$ cat src/rtl/vga_hsync_rx.sv
// Horizontal timing recovery: measures hsync width and line period, locks after stable lines,
// then regenerates the visible-pixel window. First valid pixel comes BACK+2 cycles after hsync rise is sampled. No backpressure.
module vga_hsync_rx #(
    parameter int unsigned FRONT      = 48,
    parameter int unsigned BACK       = 248,
    parameter int unsigned SYNC       = 112,
    parameter int unsigned VISIBLE    = 1280,
    parameter int unsigned LOCK_LINES = 4,
    parameter int unsigned CW         = 16
) (
    input  logic          clk_i,
    input  logic          reset_ni,
    input  logic          hsync_i,
    output logic          locked_o,
    output logic          hpixel_valid_o,
    output logic [CW-1:0] hpixel_x_o,
    output logic          line_start_o,
    output logic [CW-1:0] sync_len_o,
    output logic [CW-1:0] line_len_o,
    output logic          timing_err_o
);
    localparam int unsigned   TOTAL_I  = FRONT + BACK + SYNC + VISIBLE;
    localparam logic [CW-1:0] TOTAL    = CW'(TOTAL_I);
    localparam logic [CW-1:0] LINE_MAX = CW'(2 * TOTAL_I);
    localparam logic [CW-1:0] SYNC_W   = CW'(SYNC);
    localparam logic [CW-1:0] WIN_LO   = CW'(BACK);
    localparam logic [CW-1:0] WIN_HI   = CW'(BACK + VISIBLE);
    localparam logic [CW-1:0] COL_MAX  = {CW{1'b1}};
    localparam logic [CW-1:0] ONE      = CW'(1);
    localparam logic [3:0]    LOCK_N   = 4'(LOCK_LINES);

    localparam logic [1:0] ST_IDLE = 2'd0;
    localparam logic [1:0] ST_SYNC = 2'd1;
    localparam logic [1:0] ST_LINE = 2'd2;

    logic          hs1_q, hs2_q;
    logic [1:0]    state_q, state_d;
    logic [CW-1:0] sync_cnt_q, sync_cnt_d;
    logic [CW-1:0] line_cnt_q, line_cnt_d;
    logic [CW-1:0] col_q, col_d;
    logic [3:0]    good_q, good_d, good_inc;
    logic          locked_q, locked_d;
    logic [CW-1:0] sync_len_q, sync_len_d;
    logic [CW-1:0] line_len_q, line_len_d;
    logic          err_d;
    logic          timing_err_q, line_start_q, hpixel_valid_q;
    logic [CW-1:0] hpixel_x_q;
    logic          fall, rise, in_win;

    assign fall = hs2_q & ~hs1_q;
    assign rise = ~hs2_q & hs1_q;

    always_comb begin
        state_d    = state_q;
        sync_cnt_d = sync_cnt_q;
        line_cnt_d = line_cnt_q;
        col_d      = col_q;
        good_d     = good_q;
        locked_d   = locked_q;
        sync_len_d = sync_len_q;
        line_len_d = line_len_q;
        err_d      = 1'b0;
        good_inc   = (good_q >= LOCK_N) ? good_q : good_q + 4'd1;
        in_win     = locked_q && (state_q == ST_LINE) && (col_q >= WIN_LO) && (col_q < WIN_HI);

        case (state_q)
            ST_IDLE: begin
                if (fall) begin
                    state_d    = ST_SYNC;
                    sync_cnt_d = ONE;
                    line_cnt_d = ONE;
                end
            end
            ST_SYNC: begin
                sync_cnt_d = sync_cnt_q + ONE;
                line_cnt_d = line_cnt_q + ONE;
                if (rise) begin
                    state_d    = ST_LINE;
                    sync_len_d = sync_cnt_q;
                    col_d      = '0;
                end else if (sync_cnt_q == TOTAL) begin
                    state_d  = ST_IDLE;
                    locked_d = 1'b0;
                    good_d   = '0;
                    err_d    = 1'b1;
                end
            end
            ST_LINE: begin
                line_cnt_d = line_cnt_q + ONE;
                col_d      = (col_q == COL_MAX) ? col_q : col_q + ONE;
                if (fall) begin
                    // The line just finished is judged here; lock only moves on this edge.
                    line_len_d = line_cnt_q;
                    state_d    = ST_SYNC;
                    sync_cnt_d = ONE;
                    line_cnt_d = ONE;
                    if ((line_cnt_q == TOTAL) && (sync_len_q == SYNC_W)) begin
                        good_d   = good_inc;
                        locked_d = (good_inc == LOCK_N);
                    end else begin
                        good_d   = '0;
                        locked_d = 1'b0;
                        err_d    = 1'b1;
                    end
                end else if (line_cnt_q == LINE_MAX) begin
                    state_d  = ST_IDLE;
                    locked_d = 1'b0;
                    good_d   = '0;
                    err_d    = 1'b1;
                end
            end
            default: state_d = ST_IDLE;
        endcase
    end

    always_ff @(posedge clk_i) begin
        if (!reset_ni) begin
            hs1_q          <= 1'b1;
            hs2_q          <= 1'b1;
            state_q        <= ST_IDLE;
            sync_cnt_q     <= '0;
            line_cnt_q     <= '0;
            col_q          <= '0;
            good_q         <= '0;
            locked_q       <= 1'b0;
            sync_len_q     <= '0;
            line_len_q     <= '0;
            timing_err_q   <= 1'b0;
            line_start_q   <= 1'b0;
            hpixel_valid_q <= 1'b0;
            hpixel_x_q     <= '0;
        end else begin
            hs1_q          <= hsync_i;
            hs2_q          <= hs1_q;
            state_q        <= state_d;
            sync_cnt_q     <= sync_cnt_d;
            line_cnt_q     <= line_cnt_d;
            col_q          <= col_d;
            good_q         <= good_d;
            locked_q       <= locked_d;
            sync_len_q     <= sync_len_d;
            line_len_q     <= line_len_d;
            timing_err_q   <= err_d;
            line_start_q   <= fall;
            hpixel_valid_q <= in_win;
            hpixel_x_q     <= in_win ? col_q - WIN_LO : '0;
        end
    end

    assign locked_o       = locked_q;
    assign hpixel_valid_o = hpixel_valid_q;
    assign hpixel_x_o     = hpixel_x_q;
    assign line_start_o   = line_start_q;
    assign sync_len_o     = sync_len_q;
    assign line_len_o     = line_len_q;
    assign timing_err_o   = timing_err_q;
endmodule

$ cat config.mk
export PLATFORM = sky130hd
export DESIGN_NAME = vga_hsync_rx
export DESIGN_NICKNAME = d
export VERILOG_FILES = /design/src/rtl/vga_hsync_rx.sv
export SDC_FILE = /design/constraint.sdc
export NUM_CORES = 1
export LEC_CHECK = 0
export BUFFER_PORTS_ARGS = -buffer_cell sky130_fd_sc_hd__buf_2
export CAP_MARGIN = 20
export CORE_UTILIZATION = 60
export CTS_BUF_LIST = sky130_fd_sc_hd__clkbuf_8
export DETAILED_ROUTE_END_ITERATION = 7
export MAX_ROUTING_LAYER = met4
export PLACE_DENSITY = 0.81
export SYNTH_ARGS = -nofsm -noshare
export SYNTH_HDL_FRONTEND = slang
export SYNTH_SLANG_ARGS = --single-unit
$ cat constraint.sdc
create_clock -name clk_i -period 2.7 [get_ports clk_i]
set_input_delay 0.54 -clock clk_i [delete_from_list [all_inputs] [get_ports clk_i]]
set_output_delay 0.54 -clock clk_i [all_outputs]
set_load 0.1 [all_outputs]
==> impl_results.md, run 1 <==
- CTS root buffer: clkbuf_8
- Global-route wire length before repair: roughly 19 mm
- Period utilisation layout: 86.39%
- Mapped Area: about 0.005 mm²
- CTS Sinks: ~110
- Pint: between 2 and 2.5 mW
- Sequential fraction of design power: between 50% and 60%
- Largest family of logic cells by synthesized area: simple AND/OR/NAND/NOR gates
- Switch share: 27.84%
- TritonCTS buffer count: 9
- Power share of the clock group: between 30% and 40%
- Post-synthesis mux area share: under 10%
- Number of cells after detailed placement: 730
- Maxcap violations: 0
- DRT Wirelength: 11.16 mm
- DR pass1 iterations: 5
- DR vias/cell: between 5 and 6
- Synth Area in XOR/XNOR: around 6%
- Final Hold Viols: 0
- Distinct cells, synth: 64
- TritonCTS clock tree: built
- Cell Count, Final, Fillers Out: roughly 750
- Top_reg_cell synth: dfxtp_1
- Clk buf depth: 2
- Dpl ws: between 400 and 500 ps
- Compound-Gate Fraction of Synth Area: 13.70%
- Post-detailed-route count of antenna-violating nets: 0
- Reg2Reg Depth: 7
- Total Neg Setup Slack: 0 ps
- WP data required: 3000 ps
- Top-level I/O count: 55
- Vias in the first global route: 4003
- Synth Area in Simple Gates: a little over a quarter
- Max-slew violations: 0
- PwrDens: between 500 and 600 mW/mm²
- Ys async rst share: 0%
- Syn nets: roughly 610
- Fin nets: roughly 650
- Core region area: 0.007848 mm²
- GP Congestion: 0.9486
- CP Launch Point: state_q[0]
- Filler cell count in the final layout: approximately 650
- Post-synth EDFFs: 0
- Vias: between 4k and 5k
- Worst Hold Launch: hsync_i
- Design Area, Final: 0.005477 mm²
- Later-pin clock latency in the skew report: around 370 ps
- LEAKAGE: 2.135 nW
- Adder-cell share of the synthesized area: under 10%
- WP data arrival: about 2600 ps
- Die ar.: approximately 0.0086 mm²
- Chip height: 92.99 µm
- Syn avg cell area: 8.306 µm²
- Residual DRC count: 0
- Hold worst-path end: hs1_q
- Worst Tran Pin Value: around 750 ps
- Unrepaired setup endpoints after global routing: false
- Fin crit period: about 2300 ps
- Fmax: 428.7 MHz
- GRT Total Usage: between 20 and 30%
- Final antenna diode count: 0
- Critical path startpoint category: register
- GR Overflow Total: 0
- DP HPWL: between 8 and 9 mm
- Clock Pin Slew Worst Setup and Hold Paths: about 100 ps
- Area Overhead vs Synth: 10.25%
- Post-CTS Setup Inserts: 0
- WL per Instance: around 15 µm
- Sequential area share after synthesis: 43.53%
- Hold-fix buffers, CTS: 0
- Rows: 32
- Hold crit path type: in -> reg
- Final Skew: around 16 ps
- FF+latch count, synth: 108
- Antenna violations before repair: 0
- Setup violators final: 0
- Status: completed
- Combinational share of power: 11.0%
- CP Capture Type: register
- RR Endpoint: sync_cnt_q[7]
- Layout cells sized above 1: between 10% and 20%
- Synth warn: 0
- I/O Buffers: 54
- CP Max Fanout: 10
- Hold-critical path depth: 2
- Detailed Route Iter0 Violations: around 370
- Most frequent cells in the layout: dfxtp_1 (108), nand2_1 (102), nor2_1 (75)
- Die X: slightly above 90 µm
- Final worst slack: 367.5 ps
- Htree depth: 3
- Starting Density: between 60% and 70%
- Final hold slack: 356.5 ps
- Post-Syn Instances: between 500 and 600
- Worst slew margin: between 40 and 50%
- Largest net degree at the start of global routing: 27
- Sw power: a little over 800 µW
- Worst reg2reg setup slack: 370 ps
- Worst VDD drop: approximately 0.29 mV
- CTS resizes: 0
- Kind of critical path: reg -> reg
- RR Startpoint: state_q[0]
- Placed inst area: 0.005285 mm²
- Commonest non-fill, non-tap cell in the layout: dfxtp_1
==> synth_stat cells (all sizes together), types with 2 or more instances <==
cell | number | area share [%]
or3 | 4 | 0.50
clkbuf | 15 | 1.2
a211oi | 7 | 1.4
nor4 | 6 | 0.76
and4 | 6 | 1.1
nor3b | 2 | 0.40
o311ai | 2 | 0.35
o211ai | 7 | 1.1
nor4bb | 3 | 0.60
ha | 12 | 3.0
dfxtp | 108 | 44
and2 | 5 | 0.63
mux2 | 4 | 0.91
and3 | 7 | 0.88
nand2 | 102 | 7.7
o22ai | 2 | 0.25
a21o | 2 | 0.30
a32oi | 2 | 0.35
or4 | 4 | 0.60
nor2 | 75 | 5.7
nor2b | 3 | 0.38
nor4b | 4 | 0.83
xor2 | 23 | 4.1
nand2b | 5 | 0.63
o2111ai | 3 | 0.53
a31oi | 4 | 0.50
a21oi | 44 | 4.4
and4b | 3 | 0.60
mux2i | 5 | 1.0
nand3 | 24 | 2.5
a21boi | 2 | 0.30
nand4 | 14 | 1.8
a22oi | 4 | 0.60
o31ai | 4 | 0.60
nor3 | 9 | 0.91
buf | 19 | 2.0
o21ai | 9 | 0.98
o21a | 2 | 0.30
xnor2 | 11 | 1.9
inv | 17 | 1.3
==> worst max-delay path by stage <==
| stage | endpoint | cells past startpoint | slack [ps] |
|---|---|---|---|
| 4_1_cts | sync_cnt_q[7] | 7 | 390 |
| 3_3_place_gp | sync_cnt_q[7] | 7 | 480 |
| 3_5_place_dp | sync_cnt_q[7] | 7 | 400 |
| 5_1_grt | sync_cnt_q[7] | 7 | 190 |
| 6_report | sync_cnt_q[7] | 7 | 370 |
| 2_1_floorplan | good_q[0] | 5 | 430 |
==> layer usage <==
metal	vias up	wire [µm]	GRT usage, %	share of wire (%)
li1	2164	-	-	-
met1	2070	5164	36.44	46
met2	180	5273	43.75	47
met3	16	586	3.415	5.2
met4	0	138	8.205	1.2
met5	-	0	-	0
==> cell families (layout without fill, tap and decap cells) <==
logic type	count (synthesis)	in the layout
AOI/OAI and AO/OA	102	102
xor gates and xnor gates	34	34
adders and majority gates	12	12
buffers and inverters	51	97
DFF	108	108
muxes	9	9
and+or+nand+nor	282	282
==> stage by stage <==
stage | utilization, % | power [mW]
final | 69.79 | 2.899
after global routing | 69.79 | 3.018
after CTS | 69.79 | 2.904
after detailed placement | 67.35 | 1.983
after global placement | 67.35 | 1.968
after floorplan | - | 1.908
==> state kept, by name (all words and copies together), names as in the netlist, 2 cells and up <==
| register | flops |
|---|---|
| sync_cnt_q | 16 |
| state_q | 2 |
| sync_len_o | 16 |
| col_q | 16 |
| line_len_o | 16 |
| line_cnt_q | 16 |
| good_q | 4 |
| hpixel_x_o | 16 |
==> cell type report <==
cell class | count | area (µm²) | area share (%)
Sequential cell | 108 | 2162 | 39.48
Inverter | 17 | 63.81 | 1.165
Multi-Input combinational cell | 439 | 2586 | 47.22
Timing Repair Buffer | 64 | 345.3 | 6.306
Tap cell | 102 | 127.6 | 2.330
Clock inverter | 6 | 53.80 | 0.9824
Clock buffer | 10 | 137.6 | 2.513
==> worst max-delay path, cell delays in order (launching register included) <==
cell     delay [ps]
dfxtp_1         410
inv_1            90
ha_1            340
or3b_1          490
nor3_1          330
and3_1          210
mux2_2          320
nor2_1           80
==> power groups by stage <==
stage	Sequential, mW	Combinational, mW	Clock, mW
after floorplan	1.67	0.237	0
after global placement	1.67	0.300	0
after detailed placement	1.67	0.312	0
after CTS	1.63	0.313	0.957
after global routing	1.64	0.349	1.03
final	1.63	0.318	0.946
Note: power is estimated with default switching activity, not from simulation.
==> run 2, diff against run 1 <==
CORE_UTILIZATION = 61   (was 60)
PLACE_DENSITY = 0.83   (was 0.81)
SLEW_MARGIN = 20   (was unset)
==> impl_results.md, run 2 (synthesized netlist as in run 1, its figures left out) <==
- Final Skew: 11.51 ps (-4.532 ps)
- Critical path startpoint category: register
- Filler cell count in the final layout: 639 (-1.8%)
- CP max-delay cell: or3b_1
- Commonest non-fill, non-tap cell in the layout: dfxtp_1
- DR pass1 iterations: 8 (+3)
- Hold crit path type: in -> reg
- Setup violators final: 0 (unchanged)
- Area Overhead vs Synth: 9.773%
- Hold-fix buffers, CTS: 0 (unchanged)
- Slowest Stage Delay on Critical Path: 490 ps (about the same)
- TritonCTS buffer count: 9 (unchanged)
- TritonCTS clock tree: built
- CTS Sinks: 108 (unchanged)
- Worst path cell trace: inv_1, ha_1, or3b_1, nor3_1, and3_1, mux2_2, nor2_1
- Antenna violations before repair: 0 (unchanged)
- Htree depth: 3 (unchanged)
- Detailed Route Iter0 Violations: 391 (+6.0%)
- Reg area: 0.002162 mm² (unchanged)
- Top-level I/O count: 55 (unchanged)
- Vias in the first global route: 3999 (-0.10%)
- Residual DRC count: 0 (unchanged)
- GR Overflow Total: 0 (unchanged)
- Later-pin clock latency in the skew report: 390 ps (+20 ps)
- GRT Total Usage: 28.66% (+1.3 points)
- Core region area: 0.007807 mm² (-0.51%)
- LEAKAGE: 2.117 nW (-0.85%)
- Period utilisation layout: 89.24% (+2.8 points)
- Max-slew violations: 0 (unchanged)
- Post-CTS Setup Inserts: 0 (unchanged)
- Clk buf depth: 2 (unchanged)
- GP Congestion: 0.9026 (-4.8%)
- WP data required: 3020 ps (+20 ps)
- I/O Buffers: 54 (unchanged)
- Starting Density: 63.62% (+0.32 points)
- Design Area, Final: 0.005453 mm² (-0.43%)
- Layout cells sized above 1: 14.33% (-0.27 points)
- Most frequent cells in the layout: dfxtp_1 (108), nand2_1 (102), nor2_1 (75)
- Final hold slack: 327.3 ps (-29.14 ps)
- DP HPWL: 8.129 mm (-0.45%)
- Status: completed
- DR vias/cell: 6.004 (+1.1%)
- Hold worst-path end: hs1_q
- CP Max Fanout: 10 (unchanged)
- Kind of critical path: reg -> reg
- Final antenna diode count: 0 (unchanged)
- Die X: 92.24 µm (-0.80%)
- Post-detailed-route count of antenna-violating nets: 0 (unchanged)
- CTS resizes: 0 (unchanged)
- Global-route wire length before repair: 18.86 mm (+1.6%)
- Multi-input gate area: 0.002586 mm² (unchanged)
- Total Neg Setup Slack: 0 ps (unchanged)
- Reg2Reg Depth: 7 (unchanged)
- Chip height: 92.24 µm (-0.80%)
- Maxcap violations: 0 (unchanged)
- WP data arrival: 2730 ps (+100 ps)
- Vias: 4467 (+0.84%)
- RR Startpoint: state_q[0]
- Worst Hold Launch: hsync_i
- Worst VDD drop: 0.3553 mV (+23%)
- Placed inst area: 0.005270 mm² (-0.28%)
- Fin crit period: 2409 ps (+76.89 ps)
- Unrepaired setup endpoints after global routing: false
- PwrDens: 531.8 mW/mm² (+0.47%)
- Layout Utilization: 69.84% (about the same)
- Rows: 32 (unchanged)
- CP Capture Type: register
- Fmax: 415.0 MHz (-3.2%)
- Final Hold Viols: 0 (unchanged)
- Largest net degree at the start of global routing: 27 (unchanged)
- Worst slew margin: 50.12% (+0.50 points)
- Worst reg2reg setup slack: 290 ps (-80 ps)
- Fin nets: 652 (-0.31%)
- WL per Instance: 15.22 µm (+1.7%)
- CTS root buffer: clkbuf_8
- Worst Tran Pin Value: 747.3 ps (-7.517 ps)
- Clock Pin Slew Worst Setup and Hold Paths: 100 ps (about the same)
- Hold-critical path depth: 2 (unchanged)
- RR Endpoint: sync_cnt_q[7]
- DRT Wirelength: 11.32 mm (+1.4%)
- Die ar.: 0.008508 mm² (-1.6%)
run 2: changes by cell type in the layout (fill, tap and decap cells not counted), sizes merged:
cell / delta
buf: -2
clkbuf: -1
clkinvlp: +1
run 2: worst max path at each step:
stage / from / endpoint / slack, ps / cells past startpoint
after detailed placement: state_q[0] / sync_cnt_q[7] / 410 / 7
after floorplan: sync_len_o[6] / good_q[0] / 430 / 5
final: state_q[0] / sync_cnt_q[7] / 290 / 7
after global routing: state_q[0] / sync_cnt_q[7] / 160 / 7
after global placement: state_q[0] / sync_cnt_q[7] / 490 / 7
after CTS: state_q[0] / sync_cnt_q[7] / 360 / 7
run 2: cell type report:
class                      count  area share [%]
clock buffer                   9           2.272
clock inverter                 7           1.078
sequential                   108           39.65
multi-input combinational    439           47.43
inverter                      17           1.170
tap                          102           2.341
timing repair buffer          62           6.058
run 2: where the power goes:
part	leakage, nW	total (mW)	switching, mW	internal (mW)
sequential	0.871	1.63	0.0244	1.61
clock	0.0921	0.942	0.592	0.350
combinational	1.15	0.323	0.220	0.103
run 2: worst max-delay path: cells and delay by family (launching register included):
kind | cells | cell delay [ps]
AND/OR/NAND/NOR | 4 | 1150
adder cells (fa/ha/maj) | 1 | 350
buffers and inverters | 1 | 90
flip-flops | 1 | 420
multiplexers | 1 | 330
run 2: per-stage QoR:
| step | instances | total power, mW | setup slack (ps) |
|---|---|---|---|
| floorplan | 598 | 1.908 | 426.6 |
| global placement | 728 | 1.970 | 486.7 |
| detailed placement | 728 | 1.983 | 406.6 |
| CTS | 744 | 2.897 | 355.3 |
| global route | 744 | 3.024 | 163.5 |
| finish | 744 | 2.900 | 290.6 |
run 2: metal layers:
metal  vias to the layer above  wire length [µm]  share of wire [%]  global-route usage [%]
li1                       2149                 -                  -                       -
met1                      2094              5053                 45                   38.63
met2                       199              5184                 46                   42.54
met3                        25               894                7.9                   6.136
met4                         0               188                1.7                   10.03
met5                         -                 0                  0                       -
